$ cat src/rtl/neopixel_pkg.sv
// Shared constants and helpers for the NeoPixel frame sequencer:
// state encodings, default pixel width and the latch-period helper.
package neopixel_pkg;

  localparam int COLOUR_W = 32'sd24;

  typedef logic [2:0] state_t;

  localparam state_t ST_IDLE    = 3'd0;
  localparam state_t ST_FETCH   = 3'd1;
  localparam state_t ST_LOAD    = 3'd2;
  localparam state_t ST_SEND    = 3'd3;
  localparam state_t ST_WAIT_HI = 3'd4;
  localparam state_t ST_WAIT_LO = 3'd5;
  localparam state_t ST_LATCH   = 3'd6;
  localparam state_t ST_DONE    = 3'd7;

  // Number of clk cycles the line must stay idle so the LEDs latch their colour.
  function automatic int latch_cycles(input int clk_hz, input int us);
    return (clk_hz / 32'sd1_000_000) * us;
  endfunction

endpackage

$ cat src/rtl/neopixel_latch_timer.sv
// One-shot cycle timer: load arms it from zero, expire is high for the single
// cycle in which the count reaches CYCLES-1, after which it disarms.
module neopixel_latch_timer #(
  parameter int CYCLES = 32'sd960
) (
  input  logic clk,
  input  logic rst,
  input  logic load,
  output logic expire
);

  localparam int CNT_W = (CYCLES > 32'sd1) ? $clog2(CYCLES) : 32'sd1;
  localparam logic [CNT_W-1:0] TERM = CNT_W'(CYCLES - 32'sd1);

  logic [CNT_W-1:0] cnt_r;
  logic             armed_r;

  // expire is precomputed one cycle ahead so it is a clean registered pulse
  always_ff @(posedge clk or posedge rst) begin
    if (rst) begin
      cnt_r   <= {CNT_W{1'b0}};
      armed_r <= 1'b0;
      expire  <= 1'b0;
    end else if (load) begin
      cnt_r   <= {CNT_W{1'b0}};
      armed_r <= 1'b1;
      expire  <= (TERM == {CNT_W{1'b0}});
    end else if (armed_r) begin
      if (cnt_r == TERM) begin
        armed_r <= 1'b0;
        expire  <= 1'b0;
      end else begin
        cnt_r  <= cnt_r + CNT_W'(1'b1);
        expire <= ((cnt_r + CNT_W'(1'b1)) == TERM);
      end
    end else begin
      expire <= 1'b0;
    end
  end

endmodule

$ cat src/rtl/neopixel_frame_sequencer.sv
// Streams NUM_PIXELS GRB words from the colour RAM to the single-bit writer, MSB
// first, then holds the line idle for the latch period and pulses frame_done.
module neopixel_frame_sequencer #(
  parameter int NUM_PIXELS = 32'sd8,
  parameter int COLOUR_W   = neopixel_pkg::COLOUR_W,
  parameter int CLK_HZ     = 32'sd12_000_000,
  parameter int LATCH_US   = 32'sd80,
  parameter int ADDR_W     = (NUM_PIXELS > 32'sd1) ? $clog2(NUM_PIXELS) : 32'sd1
) (
  input  logic                clk,
  input  logic                rst,
  input  logic                start,
  output logic [ADDR_W-1:0]   pixel_addr,
  input  logic [COLOUR_W-1:0] pixel_data,
  output logic                bit_value,
  output logic                bit_valid,
  input  logic                bit_busy,
  output logic                frame_busy,
  output logic                frame_done
);

  import neopixel_pkg::*;

  localparam int LATCH_CYCLES = latch_cycles(CLK_HZ, LATCH_US);
  localparam int BIT_CNT_W    = $clog2(COLOUR_W);
  localparam logic [ADDR_W-1:0]    LAST_IDX = ADDR_W'(NUM_PIXELS - 32'sd1);
  localparam logic [BIT_CNT_W-1:0] TOP_BIT  = BIT_CNT_W'(COLOUR_W - 32'sd1);

  state_t                state_r;
  logic [ADDR_W-1:0]     pix_idx_r;
  logic [BIT_CNT_W-1:0]  bit_cnt_r;
  // MSB goes straight to bit_value on load; only the remaining bits are kept here
  logic [COLOUR_W-2:0]   remain_r;
  logic                  latch_load_s;
  logic                  latch_expire_s;

  // Last bit of the last pixel has been released by the writer.
  assign latch_load_s = (state_r == ST_WAIT_LO) && !bit_busy &&
                        (bit_cnt_r == {BIT_CNT_W{1'b0}}) && (pix_idx_r == LAST_IDX);

  neopixel_latch_timer #(
    .CYCLES (LATCH_CYCLES)
  ) u_latch_timer (
    .clk    (clk),
    .rst    (rst),
    .load   (latch_load_s),
    .expire (latch_expire_s)
  );

  // Frame sequencing FSM; every output is a register written here.
  always_ff @(posedge clk or posedge rst) begin
    if (rst) begin
      state_r    <= ST_IDLE;
      pix_idx_r  <= {ADDR_W{1'b0}};
      bit_cnt_r  <= {BIT_CNT_W{1'b0}};
      remain_r   <= {(COLOUR_W-1){1'b0}};
      pixel_addr <= {ADDR_W{1'b0}};
      bit_value  <= 1'b0;
      bit_valid  <= 1'b0;
      frame_busy <= 1'b0;
      frame_done <= 1'b0;
    end else begin
      bit_valid  <= 1'b0;
      frame_done <= 1'b0;
      case (state_r)
        ST_IDLE: begin
          if (start) begin
            state_r    <= ST_FETCH;
            pix_idx_r  <= {ADDR_W{1'b0}};
            pixel_addr <= {ADDR_W{1'b0}};
            frame_busy <= 1'b1;
          end
        end
        ST_FETCH: begin
          state_r <= ST_LOAD;
        end
        ST_LOAD: begin
          remain_r  <= pixel_data[COLOUR_W-2:0];
          bit_cnt_r <= TOP_BIT;
          bit_value <= pixel_data[COLOUR_W-1];
          bit_valid <= 1'b1;
          state_r   <= ST_SEND;
        end
        ST_SEND: begin
          state_r <= ST_WAIT_HI;
        end
        ST_WAIT_HI: begin
          if (bit_busy) begin
            state_r <= ST_WAIT_LO;
          end
        end
        ST_WAIT_LO: begin
          if (!bit_busy) begin
            if (bit_cnt_r != {BIT_CNT_W{1'b0}}) begin
              bit_value <= remain_r[COLOUR_W-2];
              remain_r  <= {remain_r[COLOUR_W-3:0], 1'b0};
              bit_cnt_r <= bit_cnt_r - BIT_CNT_W'(1'b1);
              bit_valid <= 1'b1;
              state_r   <= ST_SEND;
            end else if (pix_idx_r != LAST_IDX) begin
              pix_idx_r  <= pix_idx_r + ADDR_W'(1'b1);
              pixel_addr <= pix_idx_r + ADDR_W'(1'b1);
              state_r    <= ST_FETCH;
            end else begin
              state_r <= ST_LATCH;
            end
          end
        end
        ST_LATCH: begin
          if (latch_expire_s) begin
            frame_done <= 1'b1;
            frame_busy <= 1'b0;
            state_r    <= ST_DONE;
          end
        end
        ST_DONE: begin
          state_r <= ST_IDLE;
        end
        default: begin
          state_r    <= ST_IDLE;
          frame_busy <= 1'b0;
        end
      endcase
    end
  end

endmodule

$ cat config.mk
export PLATFORM = sky130hd
export DESIGN_NAME = neopixel_frame_sequencer
export DESIGN_NICKNAME = d
export VERILOG_FILES = /design/src/rtl/neopixel_pkg.sv /design/src/rtl/neopixel_latch_timer.sv /design/src/rtl/neopixel_frame_sequencer.sv
export SDC_FILE = /design/constraint.sdc
export NUM_CORES = 1
export LEC_CHECK = 0
export CELL_PAD_IN_SITES_DETAIL_PLACEMENT = 1
export CELL_PAD_IN_SITES_GLOBAL_PLACEMENT = 1
export CORE_MARGIN = 5
export CORE_UTILIZATION = 46
export DETAILED_ROUTE_END_ITERATION = 8
export PLACE_DENSITY_LB_ADDON = 0.1
export REMOVE_ABC_BUFFERS = 1
export SYNTH_ARGS = -nofsm -noshare
export SYNTH_HDL_FRONTEND = slang
export SYNTH_SLANG_ARGS = --single-unit
$ cat constraint.sdc
create_clock -name clk -period 3.9 [get_ports clk]
set_input_delay 0.78 -clock clk [delete_from_list [all_inputs] [get_ports clk]]
set_output_delay 0.78 -clock clk [all_outputs]
set_load 0.01 [all_outputs]
==> results.sh <==
export IMPL_critPathCaptureType="flip-flop"
export IMPL_syn2layout_area_growth_pct=17.0
export IMPL_fin_skew_ns=0.0147
export IMPL_start_util_pct=48.1
export IMPL_status="finished clean"
export IMPL_rsz0062_at_grt="false"
export IMPL_critPathKind="flip-flop to flip-flop"
export IMPL_syn_area_um2=2680
export IMPL_clock_sinks=50
export IMPL_ys_seq_area_share_pct=46.7
export IMPL_dr_pass1_iters=4
export IMPL_p_per_area_nw_per_um2=552
export IMPL_coreArea_um2=5570
export IMPL_io_buffer_count=34
export IMPL_vias=2095
export IMPL_cts_root_buf="clkbuf_8"
export IMPL_postCtsHoldBufs=0
export IMPL_ir_drop_mv=0.261
export IMPL_cts_max_level=2
export IMPL_required_ns=4.09
export IMPL_track_usage_pct=18.0
export IMPL_crit_chain="inv_1 > ha_1 > or4b_1 > a21oi_4 > or2_1 > buf_4 > o21ai_1"
export IMPL_yosysTopAreaCell="dfrtp_1"
export IMPL_crit_family="simple AND/OR/NAND/NOR gates"
export IMPL_hold_ws_ns=0.520
export IMPL_power_leakage_uw=0.00137
export IMPL_grt_max_degree=51
export IMPL_via_per_inst=5.77
export IMPL_diodes=0
export IMPL_cts_setup_buffers=0
export IMPL_grt_pass1_wl_um=10700
export IMPL_die_h_um=86.3
export IMPL_max_clock_freq_mhz=353
export IMPL_crit_arrival_ns=3.03
export IMPL_insertion_delay_ns=0.31
export IMPL_die_area_um2=7450
export IMPL_io_pins=35
export IMPL_synth_seq_cells=50
export IMPL_drt_total_wl_um=6330
export IMPL_drc=0
export IMPL_dpl_cell_count=355
export IMPL_drt_iter0_markers=63
export IMPL_cp_start_kind="flip-flop"
export IMPL_ys_async_sr_fraction_pct=100
export IMPL_cts_tree="yes"
export IMPL_min_period_ns=2.83
export IMPL_overflow=0
export IMPL_crit_fanout=31
export IMPL_setup_viol=0
export IMPL_ctsResizeCount=0
export IMPL_fin_crit_sh_pct=72.6
export IMPL_synthTopCellsByArea="dfrtp_1, mux2i_1, o21ai_1, o21ai_0, ha_1"
export IMPL_rows=27
export IMPL_avgSynthCellArea_um2=10.0
export IMPL_drive_above_1_share_pct=7.22
export IMPL_cpPeakStageDelay_ns=0.67
export IMPL_tightestPinTransition_ns=1.03
export IMPL_place_detailed_hpwl_um=4370
export IMPL_clkTransAtPathRegs_ns=0.10
export IMPL_synth_cell_types=55
export IMPL_antenna_found_initial=0
export IMPL_slew_viol_final=0
export IMPL_synth_warnings=0
export IMPL_hp_class="flip-flop to flip-flop"
export IMPL_cap_violations=0
export IMPL_slew_headroom_pct=31.4
export IMPL_final_cells=363
export IMPL_nets=324
export IMPL_die_width_um=86.3
export IMPL_ys_flop_type="dfrtp_1"
export IMPL_yosys_area_top_type_share_pct=46.7
export IMPL_path_buf_inv=2
export IMPL_post_drt_wl_per_cell_um=17.4
export IMPL_fin_setup_tns_ns=0
export IMPL_clock_path_buffers=2
export IMPL_synth_cells=267
export IMPL_final_hold_violation_count=0
export IMPL_grt_pass1_vias=2205
export IMPL_cts_buffers=5
export IMPL_critical_path_slowest_cell="a21oi_4"
export IMPL_synth_edf_count=0
export IMPL_gp_congestion=0.766
export IMPL_drt_antenna_violating_nets=0
-- final cells by class --
cell class / count / area [um2]
multi-input combinational: 187 / 1280
timing repair buffer: 37 / 363
sequential: 50 / 1250
tap: 72 / 90.1
inverter: 9 / 33.8
clock buffer: 5 / 68.8
clock inverter: 3 / 43.8
fill: 632 / 2440
-- power breakdown --
| part | leakage [uW] | total, uW | internal [uW] | switching (uW) |
|---|---|---|---|---|
| logic | 0.000708 | 572 | 246 | 326 |
| registers | 0.000608 | 780 | 667 | 113 |
| clock network | 0.0000585 | 378 | 193 | 185 |
-- cell usage after synthesis (3+ instances only) --
| cell type | n |
|---|---|
| clkbuf_1 | 9 |
| nor2_1 | 10 |
| buf_2 | 4 |
| or4_1 | 5 |
| or3_1 | 4 |
| o211ai_1 | 3 |
| o21ai_0 | 22 |
| a21oi_1 | 5 |
| nand3_1 | 6 |
| o21ai_1 | 32 |
| nor4_1 | 4 |
| nand2b_1 | 3 |
| dfrtp_1 | 50 |
| buf_4 | 5 |
| o31ai_1 | 3 |
| a22o_1 | 4 |
| xnor2_1 | 4 |
| mux2i_1 | 24 |
| inv_1 | 8 |
| a211oi_1 | 3 |
| nand2_1 | 11 |
| ha_1 | 6 |
-- final timing paths --
kind                              startpoint                     end  slack [ns]  cells past startpoint
min in group asynchronous                rst  u_latch_timer.cnt_r[6]        1.03                      2
max in group asynchronous                rst  u_latch_timer.cnt_r[3]        2.22                      2
worst max-delay path            bit_cnt_r[0]            remain_r[15]        1.07                      7
worst min register to register  remain_r[14]            remain_r[14]        0.52                      2
worst max register to register  bit_cnt_r[0]            remain_r[15]        1.07                      7
worst min-delay path            remain_r[14]            remain_r[14]        0.52                      2
-- tightest hold or removal path: stages, from the launching register on --
cell and delay [ns]:
dfrtp_1 0.36, o21ai_1 0.06, o21ai_1 0.07
-- cells by family after synthesis --
family,after synthesis,synth area share (%)
XOR/XNOR,5,1.63
adder cells (fa/ha/maj),6,2.80
AO/OA/AOI/OAI,86,19.2
flip-flops,50,46.7
buffers and inverters,30,5.37
AND/OR/NAND/NOR,63,14.1
multiplexers,27,10.2
-- layout by cell type, fill, tap and decap left out, types with 5 or more instances in the layout --
| master | count |
|---|---|
| o21ai_0 | 22 |
| inv_1 | 7 |
| or4_1 | 5 |
| nand2_1 | 11 |
| ha_1 | 6 |
| dfrtp_1 | 50 |
| clkbuf_8 | 5 |
| o21ai_1 | 32 |
| clkdlybuf4s50_1 | 34 |
| nor2_1 | 10 |
| mux2i_1 | 24 |
| nand3_1 | 6 |
| a21oi_1 | 5 |
-- per-stage QoR --
stage / total power [uW] / worst slack, ns / util [%] / cell area (um2)
after floorplan: 1160 / 1.14 / - / 2570
after global placement: 1330 / 1.16 / 54.2 / 3020
after detailed placement: 1360 / 1.10 / 54.2 / 3020
after CTS: 1740 / 1.08 / 56.3 / 3140
after global routing: 1860 / 0.913 / 56.3 / 3140
final: 1730 / 1.07 / 56.3 / 3140
-- layer usage --
metal  track usage [%]  part of all wire (%)
met2              29.3                    47
met1              24.0                    48
met3              3.52                   3.7
met4              5.95                   1.6
met5                 0                     0
-- flip-flops by register name (all words and copies together), names as in the netlist --
signal and flops:
frame_done 1, remain_r 23, frame_busy 1, u_latch_timer.cnt_r 10, u_latch_timer.expire 1, bit_valid 1, u_latch_timer.armed_r 1, state_r 3
bit_value 1, pix_idx_r 3, bit_cnt_r 5
(Power assumes the default switching activity.)
